**config.mk**
```make
export PLATFORM = sky130hd
export DESIGN_NAME = hit_acc_frame_flat
export DESIGN_NICKNAME = d
export VERILOG_FILES = /design/src/rtl/hit_acc_frame_if.sv /design/src/rtl/hit_acc_frame.sv /design/src/flat_wrapper.sv
export SDC_FILE = /design/constraint.sdc
export NUM_CORES = 1
export LEC_CHECK = 0
export BUFFER_PORTS_ARGS = -buffer_cell sky130_fd_sc_hd__buf_2
export CAP_MARGIN = 30
export CORE_MARGIN = 4
export CORE_UTILIZATION = 25
export DETAILED_ROUTE_END_ITERATION = 12
export PLACE_DENSITY = 0.42
export SYNTH_ARGS = -nofsm -noshare
export SYNTH_HDL_FRONTEND = slang
export SYNTH_SLANG_ARGS = --single-unit
```
**constraint.sdc**
```tcl
create_clock -name clk -period 2.3 [get_ports clk]
set_clock_uncertainty 0.15 [all_clocks]
set_input_delay 0.345 -clock clk [delete_from_list [all_inputs] [get_ports clk]]
set_output_delay 0.345 -clock clk [all_outputs]
set_load 0.01 [all_outputs]
```
**src/rtl/hit_acc_frame_if.sv**
```systemverilog
// rtl/hit_acc_frame_if.sv - hit beat input stream and candidate output stream of hit_acc_frame
//
// Signals:
//   hit_valid / hit / hit_ready       : hit beat stream into the accumulator
//   candidate / cand_valid / cand_ready : per-frame result stream out of the accumulator
// Modports:
//   slave  : accumulator side (consumes hits, produces candidates)
//   master : producer/consumer side (drives hits, accepts candidates)
interface hit_acc_frame_if #(
    parameter int HIT_W = 16,
    parameter int CNT_W = 16
);
    logic             hit_valid;
    logic [HIT_W-1:0] hit;
    logic             hit_ready;
    logic [CNT_W-1:0] candidate;
    logic             cand_valid;
    logic             cand_ready;

    modport slave (
        input  hit_valid, hit, cand_ready,
        output hit_ready, candidate, cand_valid
    );

    modport master (
        output hit_valid, hit, cand_ready,
        input  hit_ready, candidate, cand_valid
    );
endinterface

```
**src/rtl/hit_acc_frame.sv**
```systemverilog
// rtl/hit_acc_frame.sv - framed popcount accumulator producing one candidate count per frame
//
// Optional feature macro: HIT_ACC_SAT_EN
//   defined   : running sum saturates at all-ones instead of wrapping
//   undefined : running sum wraps modulo 2^CNT_W
//
// Ports:
//   clk       in   clock, all state on rising edge
//   rst       in   asynchronous reset, active-low
//   start     in   frame start request, honoured only in IDLE
//   frame_len in   beats per frame, sampled with an accepted start
//   busy      out  high in ACC or HOLD
//   overflow  out  sticky carry-out-of-CNT_W flag for the current frame
//   bus       if   slave modport: hit stream in, candidate stream out
module hit_acc_frame #(
    parameter int HIT_W = 16,
    parameter int CNT_W = 16,
    parameter int LEN_W = 8
) (
    input  logic              clk,
    input  logic              rst,
    input  logic              start,
    input  logic [LEN_W-1:0]  frame_len,
    output logic              busy,
    output logic              overflow,
    hit_acc_frame_if.slave    bus
);
    localparam int PC_W = $clog2(HIT_W + 1);

    typedef enum logic [1:0] {IDLE, ACC, HOLD} state_t;

    state_t           state_q;
    logic [LEN_W-1:0] len_q;
    logic [LEN_W-1:0] beat_q;
    logic [CNT_W-1:0] sum_q;
    logic [CNT_W-1:0] cand_q;
    logic             cand_valid_q;
    logic             hit_ready_q;
    logic             busy_q;
    logic             ovf_q;

    logic [PC_W-1:0]  pc;
    logic [CNT_W:0]   add_w;
    logic             carry;
    logic [CNT_W-1:0] sum_d;
    logic             beat_acc;
    logic             last_beat;

    function automatic logic [PC_W-1:0] popcount(input logic [HIT_W-1:0] v);
        logic [PC_W-1:0] n;
        n = '0;
        for (int i = 0; i < HIT_W; i++) begin
            n = n + PC_W'(v[i]);
        end
        return n;
    endfunction

    always_comb begin
        pc    = popcount(bus.hit);
        // One extra bit on the adder exposes the carry out of CNT_W.
        add_w = {1'b0, sum_q} + (CNT_W + 1)'(pc);
        carry = add_w[CNT_W];
`ifdef HIT_ACC_SAT_EN
        // Once saturated every further add carries again, so the sum stays pinned.
        sum_d = carry ? {CNT_W{1'b1}} : add_w[CNT_W-1:0];
`else
        sum_d = add_w[CNT_W-1:0];
`endif
        // hit_ready_q is only ever high in ACC, so it doubles as the state qualifier.
        beat_acc  = bus.hit_valid & hit_ready_q;
        last_beat = beat_acc && (beat_q == (len_q - LEN_W'(1)));
    end

    always_ff @(posedge clk or negedge rst) begin
        if (!rst) begin
            state_q      <= IDLE;
            len_q        <= '0;
            beat_q       <= '0;
            sum_q        <= '0;
            cand_q       <= '0;
            cand_valid_q <= 1'b0;
            hit_ready_q  <= 1'b0;
            busy_q       <= 1'b0;
            ovf_q        <= 1'b0;
        end else begin
            case (state_q)
                IDLE: begin
                    if (start) begin
                        ovf_q  <= 1'b0;
                        busy_q <= 1'b1;
                        if (frame_len != '0) begin
                            len_q       <= frame_len;
                            sum_q       <= '0;
                            beat_q      <= '0;
                            hit_ready_q <= 1'b1;
                            state_q     <= ACC;
                        end else begin
                            // Empty frame: report a zero candidate without touching the hit stream.
                            cand_q       <= '0;
                            cand_valid_q <= 1'b1;
                            state_q      <= HOLD;
                        end
                    end
                end
                ACC: begin
                    if (beat_acc) begin
                        ovf_q <= ovf_q | carry;
                        if (last_beat) begin
                            cand_q       <= sum_d;
                            cand_valid_q <= 1'b1;
                            hit_ready_q  <= 1'b0;
                            state_q      <= HOLD;
                        end else begin
                            sum_q  <= sum_d;
                            beat_q <= beat_q + LEN_W'(1);
                        end
                    end
                end
                HOLD: begin
                    // start is deliberately not looked at here, even on the exit cycle.
                    if (bus.cand_ready) begin
                        cand_valid_q <= 1'b0;
                        busy_q       <= 1'b0;
                        state_q      <= IDLE;
                    end
                end
                default: begin
                    state_q      <= IDLE;
                    cand_valid_q <= 1'b0;
                    hit_ready_q  <= 1'b0;
                    busy_q       <= 1'b0;
                end
            endcase
        end
    end

    assign bus.hit_ready  = hit_ready_q;
    assign bus.candidate  = cand_q;
    assign bus.cand_valid = cand_valid_q;
    assign busy           = busy_q;
    assign overflow       = ovf_q;
endmodule

```
**src/flat_wrapper.sv**
```systemverilog
// flat-port wrapper written by rule: the top's interface ports become plain ports
module hit_acc_frame_flat 
#(
    parameter int HIT_W = 16,
    parameter int CNT_W = 16,
    parameter int LEN_W = 8
)
  (clk, rst, start, frame_len, busy, overflow, bus_hit_valid, bus_hit, bus_cand_ready, bus_hit_ready, bus_candidate, bus_cand_valid);
  hit_acc_frame_if #(.HIT_W(HIT_W), .CNT_W(CNT_W)) bus_i ();
  input  logic clk;
  input  logic rst;
  input  logic start;
  input  logic [LEN_W-1:0] frame_len;
  output logic busy;
  output logic overflow;
  input wire logic [$bits(bus_i.hit_valid)-1:0] bus_hit_valid;
  input wire logic [$bits(bus_i.hit)-1:0] bus_hit;
  input wire logic [$bits(bus_i.cand_ready)-1:0] bus_cand_ready;
  output wire logic [$bits(bus_i.hit_ready)-1:0] bus_hit_ready;
  output wire logic [$bits(bus_i.candidate)-1:0] bus_candidate;
  output wire logic [$bits(bus_i.cand_valid)-1:0] bus_cand_valid;
  assign bus_i.hit_valid = bus_hit_valid;
  assign bus_i.hit = bus_hit;
  assign bus_i.cand_ready = bus_cand_ready;
  assign bus_hit_ready = bus_i.hit_ready;
  assign bus_candidate = bus_i.candidate;
  assign bus_cand_valid = bus_i.cand_valid;
  hit_acc_frame #(.HIT_W(HIT_W), .CNT_W(CNT_W), .LEN_W(LEN_W)) u_core (.clk(clk), .rst(rst), .start(start), .frame_len(frame_len), .busy(busy), .overflow(overflow), .bus(bus_i));
endmodule
```
==> run summary, run 1 <==
==========================================================================================
Type of the worst setup path ................................................ primary input to register
Pins Over Slew Limit ........................................................            0
Cell area after synthesis ...................................................   3480 sq um
Die Area .................................................................... 15,900 sq um
CP max-delay cell ...........................................................         fa_2
Most frequent cell on the critical path .....................................         fa_1
Unrepaired setup endpoints after global routing .............................         true
Total leakage power .........................................................      2.46 nW
Number of detailed-routing iterations run before antenna repair .............            4
H-tree levels ...............................................................            2
Most common cell after layout, fill and taps aside ..........................        buf_4
Worst-case clock buffer depth ...............................................            2
Crit path arrival time ......................................................      5.00 ns
FFs w/ async S/R, synth .....................................................         1.00
Cells on Worst Hold Path ....................................................            3
Depth of the worst register-to-register path ................................           11
Final WL ....................................................................      8940 um
Worst hold margin ...........................................................     0.107 ns
Maximum vdd drop ............................................................     0.573 mV
Count of antenna-violating nets left after detailed routing .................            0
Gate count of the mapped netlist ............................................          350
Number of antenna violations at the first check in global routing ...........            0
Die Ht ......................................................................       126 um
Period utilisation layout ...................................................         2.16
Violated checks ............................................................. negative setup slack
Number of DRC violations after detailed-routing iteration 0 .................           94
Horizontal die dimension ....................................................       126 um
Run status .................................................................. complete, but fails checks
Cell-by-cell listing of the critical path ................................... buf_6, ha_4, inv_2, fa_1, fa_1, fa_1, fa_1, fa_2, fa_2, inv_2, ha_4, a21o_1, a21oi_2, o21ai_2, buf_6, nand4_1, xor2_1, nor2_1, mux2_4
Accumulated negative setup slack ............................................    -80.41 ns
Sequential-to-total area share from yosys stat ..............................        0.388
Layout cell share with drive strength beyond 1 ..............................        0.485
DR DRC count ................................................................            0
Max-cap violation count .....................................................            0
Clock edge transition at the registers on the reported setup and hold paths .      0.07 ns
Classification of the worst-slack hold path ................................. primary input to register
Top_reg_cell synth ..........................................................      dfrtp_1
Pre-CTS setup slack .........................................................     -3.09 ns
Final nets ..................................................................          518
Number of antenna cells inserted ............................................            0
Number of flops mapped to enable cells by yosys .............................            0
Measured slew at the worst slew-check pin ...................................     0.500 ns
Final worst-path setup slack ................................................     -2.66 ns
Synth-to-layout area growth .................................................        47.7%
Final hold violations .......................................................            0
Starting density of the core ................................................        0.259
Ys Warns ....................................................................            0
Total routing resource utilization after global routing .....................        0.119
Worst Setup End Kind ........................................................     register
Data required time at the worst endpoint ....................................      2.34 ns
Final period demand of the worst path .......................................      4.96 ns
CTS Root Buffer Type ........................................................    clkbuf_16
Ports .......................................................................           49
Mean instance size in the synthesized netlist ...............................   9.95 sq um
Post-DR vias/cell ...........................................................         4.51
Total number of vias ........................................................        2,896
Vias in the first global route ..............................................        3,177
First-pass GRT wire length ..................................................    15,700 um
Input/output buffers ........................................................           48
Type of element launching the critical path ................................. primary input
Final HPWL DP ...............................................................      6230 um
Number of distinct standard cells referenced by the synthesized netlist .....           54
Maximum clock rate ..........................................................      201 MHz
Final setup viols ...........................................................           41
TritonCTS clock tree ........................................................         done
Number of synthesized register bits .........................................           54
Syn nets ....................................................................          403
Total overflow reported by the global router ................................            0
Leading cell types in the layout, fill and taps excluded .................... buf_4 (56), dfrtp_1 (54), buf_2 (46), nand2_1 (30), nor2_1 (24)
Pin count of the biggest net entering global routing ........................           37
Worst path max stage delay ..................................................      0.55 ns
GPL Wtd Cong ................................................................        0.818
Area inside the core boundary ............................................... 13,500 sq um
Insertion delay of the later-clocked pin in the worst-skew pair .............      0.30 ns
Routed WL per cell ..........................................................      13.9 um
Total power per unit cell area .............................................. 1310 nW/um^2
Number of standard-cell rows in the floorplan ...............................           42
Critical path fanouts, max ..................................................            5
Count of clock tree sinks ...................................................           54
Relative slew slack .........................................................        0.667
Total CTS buffers ...........................................................            5
==========================================================================================
[synth_stat cells (2+ instances only)]
cell / number / share of area
a21o_1: 3 / 0.0065
a21oi_1: 13 / 0.019
a31oi_1: 3 / 0.0054
and2_1: 5 / 0.0090
and3_1: 9 / 0.016
buf_6: 2 / 0.0065
clkbuf_1: 9 / 0.0097
dfrtp_1: 54 / 0.39
fa_1: 11 / 0.063
ha_1: 13 / 0.047
inv_1: 27 / 0.029
mux2_1: 11 / 0.036
mux2_2: 2 / 0.0065
mux2_4: 9 / 0.039
nand2_1: 34 / 0.037
nand2b_1: 4 / 0.0072
nand3_1: 18 / 0.026
nand4_1: 2 / 0.0036
nor2_1: 24 / 0.026
nor2b_1: 2 / 0.0036
nor3_1: 2 / 0.0029
nor4_1: 2 / 0.0036
nor4_4: 2 / 0.012
o21a_1: 2 / 0.0043
o21ai_0: 18 / 0.026
o21ai_1: 7 / 0.010
o22a_1: 2 / 0.0050
o31ai_1: 4 / 0.0086
or3_1: 5 / 0.0090
xnor2_1: 19 / 0.048
xor2_1: 9 / 0.023
[final cells by class]
class / instances / area [sq um]
Timing Repair Buffer: 121 / 907
Fill cell: 1391 / 8310
Clock buffer: 8 / 166
Multi-Input combinational cell: 255 / 2390
Tap cell: 176 / 220
Sequential cell: 54 / 1350
Inverter: 28 / 105
[cell families after synthesis]
kind of cell	Yosys count	synth area share
AO/OA/AOI/OAI	65	0.125
XOR/XNOR	28	0.0704
adder cells (fa/ha/maj)	24	0.110
buffers and inverters	41	0.0499
flip-flops	54	0.388
multiplexers	22	0.0808
AND/OR/NAND/NOR	116	0.176
[state kept, by name, indices dropped and copies added, names as in the netlist]
name                   flops
u_core.beat_q              8
u_core.bus.cand_valid      1
u_core.bus.candidate      16
u_core.bus.hit_ready       1
u_core.busy                1
u_core.len_q               8
u_core.overflow            1
u_core.state_q             2
u_core.sum_q              16
[per-stage QoR]
| step | util | std cells | area [sq um] | total power (W) |
|---|---|---|---|---|
| after floorplan | - | 350 | 3610 | 0.00381 |
| after global placement | 0.329 | 611 | 4420 | 0.00495 |
| after detailed placement | 0.329 | 611 | 4420 | 0.00497 |
| after CTS | 0.375 | 638 | 5040 | 0.00669 |
| after global routing | 0.382 | 642 | 5140 | 0.00733 |
| final | 0.382 | 642 | 5140 | 0.00675 |
[worst max-delay path, delay by kind of cell]
kind,cells,cell delay [ns]
AO/OA/AOI/OAI,3,0.41
XOR/XNOR,1,0.16
adder cells (fa/ha/maj),8,3.28
buffers and inverters,4,0.31
multiplexers,1,0.27
AND/OR/NAND/NOR,2,0.21
[where the power goes]
group | switching [W] | internal [W] | total (W) | leakage (nW)
logic | 0.00205 | 0.00240 | 0.00445 | 1.66
clock network | 0.000364 | 0.000495 | 0.000859 | 0.0832
registers | 0.000255 | 0.00119 | 0.00145 | 0.709
total | 0.00267 | 0.00409 | 0.00675 | 2.46
[what timing repair did]
action                                  in CTS  in global routing
hold buffers                                 1                  0
setup buffers                               16                  7
hold endpoints to repair                    18                  0
pin swaps                                   35                 18
resized for setup                           63                 21
cloned                                       2                  0
endpoints found under the setup margin      41                 41
[routing by layer]
metal	track usage	vias up	routed length, um
met2	0.212	38	4660
li1	-	1429	-
met4	0.0227	0	85
met3	0.0216	7	236
met1	0.152	1422	3950
met5	0	-	0
[worst paths after layout]
path | from | endpoint | slack (ns)
max | bus_hit[1] | u_core.bus.candidate[15] | -2.66
min | frame_len[7] | u_core.len_q[7] | 0.11
max reg2reg | u_core.len_q[0] | u_core.bus.candidate[14] | -0.28
min reg2reg | u_core.bus.cand_valid | u_core.bus.cand_valid | 0.33
max in group asynchronous | rst | u_core.sum_q[3] | 1.03
min in group asynchronous | rst | u_core.beat_q[7] | 0.39
Power figures use the tool's default switching activity.
==> run 2, diff against run 1 <==
--- a/config.mk
+++ b/config.mk
@@ -8,9 +8,9 @@
 export BUFFER_PORTS_ARGS = -buffer_cell sky130_fd_sc_hd__buf_2
 export CAP_MARGIN = 30
 export CORE_MARGIN = 4
-export CORE_UTILIZATION = 25
+export CORE_UTILIZATION = 52
 export DETAILED_ROUTE_END_ITERATION = 12
-export PLACE_DENSITY = 0.42
+export PLACE_DENSITY = 0.75
 export SYNTH_ARGS = -nofsm -noshare
 export SYNTH_HDL_FRONTEND = slang
 export SYNTH_SLANG_ARGS = --single-unit
==> run 2 against run 1 <==
  * The flow finishes with violations (negative hold slack, negative setup slack)
  * Critical path depth did not move
  * Worst hold slack got worse by 0.11 ns
  * Combinational power rose by 7.6%
  * Clock power fell by 34%
  * Sequential share of layout area rose by 0.93 points
  * Die area fell by 49%
  * Fmax fell by 1.3%
  * First-iteration DRC count rose by 84%
  * Highest routed layer unchanged
==> run summary, run 2 (synthesis results as in run 1) <==
==========================================================================================
Run status .................................................................. complete, but fails checks
Violated checks ............................................................. negative hold slack, negative setup slack
Type of the worst setup path ................................................ primary input to register
Input/output buffers ........................................................           48
Die Area ....................................................................   8070 sq um
Count of clock tree sinks ...................................................           54
Critical path buffers and inverters .........................................            4
Final HPWL DP ...............................................................      5580 um
Clock edge transition at the registers on the reported setup and hold paths .      0.10 ns
Number of antenna cells inserted ............................................            0
Total overflow reported by the global router ................................            0
Routed WL per cell ..........................................................      17.7 um
Most common cell after layout, fill and taps aside ..........................      dfrtp_1
Final period demand of the worst path .......................................      5.03 ns
Unrepaired setup endpoints after global routing .............................         true
Classification of the worst-slack hold path ................................. primary input to async pin
Worst path max stage delay ..................................................      0.54 ns
Pins Over Slew Limit ........................................................            0
Measured slew at the worst slew-check pin ...................................     0.674 ns
Worst Setup End Kind ........................................................     register
Count of antenna-violating nets left after detailed routing .................            0
Crit path arrival time ......................................................      5.07 ns
Total number of vias ........................................................        3,056
Most frequent cell on the critical path .....................................         fa_1
Accumulated negative setup slack ............................................    -81.49 ns
Max-cap violation count .....................................................            0
TritonCTS clock tree ........................................................         done
Critical path fanouts, max ..................................................            8
Post-layout power ...........................................................    0.00687 W
Post-DR vias/cell ...........................................................         5.68
CTS Root Buffer Type ........................................................     clkbuf_8
Period utilisation layout ...................................................         2.19
Horizontal die dimension ....................................................      89.8 um
Worst-case clock buffer depth ...............................................            2
Category of cells accounting for the largest share of critical-path delay ...  adder cells
DR DRC count ................................................................            0
Final hold violations .......................................................            3
Relative slew slack .........................................................        0.550
Die Ht ......................................................................      89.8 um
Final worst-path setup slack ................................................     -2.73 ns
Fin util ....................................................................        0.773
Synth-to-layout area growth .................................................        42.7%
Cell-by-cell listing of the critical path ................................... buf_6, ha_4, inv_2, fa_1, fa_1, fa_1, fa_1, fa_2, fa_2, inv_2, ha_4, a21o_1, a21oi_2, o21ai_1, buf_4, nand4_1, xor2_1, nor2_1, mux2_4
Total power per unit cell area .............................................. 1380 nW/um^2
Pre-CTS setup slack .........................................................     -3.07 ns
Ports .......................................................................           49
Total CTS buffers ...........................................................            5
H-tree levels ...............................................................            2
Worst hold margin ...........................................................  -0.00596 ns
Pin count of the biggest net entering global routing ........................           55
Vias in the first global route ..............................................        3,090
Type of element launching the critical path ................................. primary input
Final nets ..................................................................          513
Number of antenna violations at the first check in global routing ...........            0
Layout cell share with drive strength beyond 1 ..............................        0.501
Number of standard-cell rows in the floorplan ...............................           29
Final setup viols ...........................................................           41
Insertion delay of the later-clocked pin in the worst-skew pair .............      0.31 ns
Maximum vdd drop ............................................................      1.14 mV
Total leakage power .........................................................      2.41 nW
GPL Wtd Cong ................................................................        0.859
Starting density of the core ................................................        0.542
First-pass GRT wire length ..................................................    14,800 um
CP max-delay cell ...........................................................         fa_2
Number of DRC violations after detailed-routing iteration 0 .................          173
Data required time at the worst endpoint ....................................      2.35 ns
Maximum clock rate ..........................................................      199 MHz
Hold_buf cts ................................................................            0
Area inside the core boundary ...............................................   6420 sq um
Total routing resource utilization after global routing .....................        0.222
Leading cell types in the layout, fill and taps excluded .................... dfrtp_1 (54), buf_4 (50), buf_2 (46), nand2_1 (30), nor2_1 (23)
Number of detailed-routing iterations run before antenna repair .............            4
Final WL ....................................................................      9500 um
==========================================================================================
-- run 2: changes by cell type in the layout (fill, tap and decap cells not counted), sizes merged --
cell | previous run | this run
dlygate4sd3 | 1 | 0
o211a | 1 | 2
clkbuf | 8 | 6
clkinvlp | 0 | 1
clkinv | 0 | 1
buf | 120 | 115
-- run 2: power breakdown --
part           internal [W]  total (W)  switching, W
logic               0.00256    0.00479       0.00224
registers           0.00119    0.00151      0.000317
clock network      0.000243   0.000565      0.000322
-- run 2: area by class of cell --
class	instances	area, sq um
inverters	28	105
repair buffers	115	828
flip-flops and latches	54	1350
clock buffers	6	82.6
fillers	388	1460
well taps	77	96.3
clock inverters	2	12.5
multi-input cells	256	2490
-- run 2: timing repair --
| item | CTS | global route |
|---|---|---|
| resized for setup | 59 | 38 |
| pin swaps | 35 | 31 |
| gates cloned | 3 | 0 |
| endpoints found under the setup margin | 42 | 43 |
| setup buffers | 22 | 10 |
-- run 2: worst register-to-register path: stages, from the launching register on --
cell and delay, ns:
dfrtp_1 0.43, buf_6 0.15, nor3_4 0.22, buf_4 0.15, o21a_1 0.13, nor3b_2 0.06
o211ai_4 0.26, buf_6 0.15, o211ai_4 0.09, buf_6 0.18, or3_4 0.38, a21oi_2 0.15
-- run 2: final timing paths --
path                                         start                       end  slack, ns  cells after the start
min                                            rst          u_core.beat_q[7]     -0.006                      2
max in group asynchronous                      rst   u_core.bus.candidate[3]       1.55                      2
max                                     bus_hit[1]  u_core.bus.candidate[15]      -2.73                     19
min in group clk                      frame_len[5]           u_core.len_q[5]       0.09                      3
min reg2reg                u_core.bus.candidate[7]   u_core.bus.candidate[7]       0.35                      1
max reg2reg                        u_core.len_q[1]          u_core.beat_q[6]      -0.27                     11
-- run 2: metal layers --
layer	up-vias	part of all wire	wire length, um	track usage
met4	0	0.029	277	0.0805
met3	29	0.035	335	0.0317
li1	1412	-	-	-
met2	84	0.53	5050	0.407
met1	1531	0.40	3840	0.266
met5	-	0	0	0
-- run 2: stage by stage --
step	area, sq um	instances
finish	4970	538
global route	4970	538
CTS	4760	533
detailed placement	4210	505
global placement	4210	505
floorplan	3610	350
==> run 3, diff against run 2 <==
--- a/config.mk
+++ b/config.mk
@@ -10,7 +10,9 @@
 export CORE_MARGIN = 4
 export CORE_UTILIZATION = 52
 export DETAILED_ROUTE_END_ITERATION = 12
+export MAX_ROUTING_LAYER = met4
 export PLACE_DENSITY = 0.75
+export REMOVE_ABC_BUFFERS = 1
 export SYNTH_ARGS = -nofsm -noshare
 export SYNTH_HDL_FRONTEND = slang
 export SYNTH_SLANG_ARGS = --single-unit
==> run 3 against run 2 <==
  * The run ends with negative setup slack left
  * Fmax decreased by 1.0%
  * Cell area barely moved
  * Combinational power decreased by 2%
  * First-iteration DRC count fell by 19%
  * Total power increased by 0.32%
  * Via count increased by 0.95%
  * Worst hold slack better by 0.082 ns
  * Cell count is 0.93% lower
  * Sequential power about the same
  * Die area unchanged
  * Clock power is 21% higher
  * Core utilization barely moved
  * Critical endpoint is now u_core.sum_q[15]
==> run summary, run 3 (synthesis results as in run 1) <==
==========================================================================================
Run status .................................................................. complete, but fails checks
Violated checks ............................................................. negative setup slack
Max-cap violation count .....................................................            0
Unrepaired setup endpoints after global routing .............................         true
Synth-to-layout area growth .................................................        42.7%
Vias in the first global route ..............................................        3,162
Count of clock tree sinks ...................................................           54
Post-DR vias/cell ...........................................................         5.79
Proportion of power drawn by flip-flops and latches .........................        0.217
Final worst-path setup slack ................................................     -2.78 ns
Combinational share of power ................................................        0.683
CP max-delay cell ...........................................................         fa_2
Post-Layout Cell Count ......................................................          533
Maximum vdd drop ............................................................      1.23 mV
Input/output buffers ........................................................           48
Count of antenna-violating nets left after detailed routing .................            0
Crit path arrival time ......................................................      5.15 ns
First-pass GRT wire length ..................................................    15,100 um
Final WL ....................................................................      9870 um
Classification of the worst-slack hold path ................................. primary input to register
Switch share ................................................................        0.425
Total power per unit cell area .............................................. 1390 nW/um^2
Cell internal pwr ...........................................................    0.00396 W
Total routing resource utilization after global routing .....................        0.234
Total net switching power ...................................................    0.00292 W
GPL Wtd Cong ................................................................        0.883
Number of antenna cells inserted ............................................            0
Relative slew slack .........................................................        0.660
Accumulated negative setup slack ............................................    -82.87 ns
Final HPWL DP ...............................................................      5720 um
Horizontal die dimension ....................................................      89.8 um
Total CTS buffers ...........................................................            5
Worst path max stage delay ..................................................      0.56 ns
Final period demand of the worst path .......................................      5.08 ns
Final hold violations .......................................................            0
Most frequent cell on the critical path .....................................         fa_1
Number of standard-cell rows in the floorplan ...............................           29
Worst Setup End Kind ........................................................     register
Worst hold margin ...........................................................    0.0763 ns
H-tree levels ...............................................................            2
Measured slew at the worst slew-check pin ...................................     0.510 ns
Number of DRC violations after detailed-routing iteration 0 .................          140
Die Ht ......................................................................      89.8 um
Period utilisation layout ...................................................         2.21
Total number of vias ........................................................        3,085
Maximum clock rate ..........................................................      197 MHz
Area inside the core boundary ...............................................   6420 sq um
Dpl cells ...................................................................          503
Cell-by-cell listing of the critical path ................................... buf_6, ha_4, inv_2, fa_1, fa_1, fa_1, fa_1, fa_2, fa_2, inv_2, ha_4, a21o_1, a21oi_2, o21ai_2, buf_6, nand4_1, buf_4, and2_4, o21ai_2, o31ai_1
DR DRC count ................................................................            0
Final nets ..................................................................          508
Type of element launching the critical path ................................. primary input
Ports .......................................................................           49
R2R Setup Slk ...............................................................     -0.27 ns
Routed WL per cell ..........................................................      18.5 um
Starting density of the core ................................................        0.542
Data required time at the worst endpoint ....................................      2.37 ns
Worst-case clock buffer depth ...............................................            2
Leading cell types in the layout, fill and taps excluded .................... dfrtp_1 (54), buf_2 (46), buf_4 (40), nand2_1 (30), nor2_1 (23)
Final setup viols ...........................................................           41
Total overflow reported by the global router ................................            0
Most common cell after layout, fill and taps aside ..........................      dfrtp_1
TritonCTS clock tree ........................................................         done
Clock edge transition at the registers on the reported setup and hold paths .      0.11 ns
Die Area ....................................................................   8070 sq um
Pins Over Slew Limit ........................................................            0
CTS Root Buffer Type ........................................................     clkbuf_8
Multi-input gate area .......................................................   2490 sq um
Number of antenna violations at the first check in global routing ...........            0
Critical path fanouts, max ..................................................            5
Type of the worst setup path ................................................ primary input to register
Area taken by flip-flops and latches ........................................   1350 sq um
Clk pwr share ...............................................................        0.100
Insertion delay of the later-clocked pin in the worst-skew pair .............      0.33 ns
# fillers ...................................................................          370
Total leakage power .........................................................      2.38 nW
Pre-CTS setup slack .........................................................     -3.24 ns
Pin count of the biggest net entering global routing ........................           35
Layout cell share with drive strength beyond 1 ..............................        0.489
Number of detailed-routing iterations run before antenna repair .............            4
==========================================================================================
## run 3: cell count changes in the layout (fill, tap and decap cells not counted), sizes merged
cell,change
clkinvlp,-1
buf,-6
inv,+1
bufinv,+1
clkbuf,-1
dlygate4sd3,+1
## run 3: power by group through the flow
stage,sequential (W),combinational [W],clock (W)
6_report,0.00150,0.00470,0.000686
5_1_grt,0.00152,0.00510,0.000729
4_1_cts,0.00144,0.00416,0.000690
3_5_place_dp,0.00143,0.00308,0
3_3_place_gp,0.00142,0.00297,0
2_1_floorplan,0.00146,0.00197,0
## run 3: repair_timing
action	in CTS	in global routing
pin swaps	40	39
endpoints found under the setup margin	42	43
cloned	4	0
gates resized for setup	96	43
setup buffers	12	9
hold buffers	1	0
hold endpoints to repair	20	0
## run 3: through the flow
stage / area [sq um] / total power (W) / utilization
floorplan: 3410 / 0.00342 / -
global placement: 4080 / 0.00439 / 0.636
detailed placement: 4080 / 0.00451 / 0.636
CTS: 4740 / 0.00629 / 0.738
global route: 4970 / 0.00735 / 0.774
finish: 4970 / 0.00689 / 0.774
## run 3: path summary, 6_finish.rpt
check	from	to	depth (start not counted)
max in group asynchronous	rst	u_core.sum_q[6]	3
min	frame_len[5]	u_core.len_q[5]	3
max	bus_hit[0]	u_core.sum_q[15]	20
min in group asynchronous	rst	u_core.len_q[7]	2
max reg2reg	u_core.len_q[0]	u_core.sum_q[5]	10
min reg2reg	u_core.bus.cand_valid	u_core.bus.cand_valid	2
## run 3: layout make-up
cell class / instances / area share
sequential: 54 / 0.272
multi-input combinational: 256 / 0.501
clock buffer: 5 / 0.0138
inverter: 28 / 0.0211
clock inverter: 3 / 0.00957
tap: 77 / 0.0194
timing repair buffer: 110 / 0.163
## run 3: metal layers
metal  track usage  routed length, um
met3        0.0409                423
met2         0.419               5400
met5             -                  0
met1         0.273               3890
met4        0.0600                159
## run 3: worst max-delay path: cells and delay by family
family                     cells  cell delay, ns
adders and majority gates      8            3.34
buffers and inverters          5            0.57
and+or+nand+nor                2            0.34
AOI/OAI and AO/OA              5            0.56
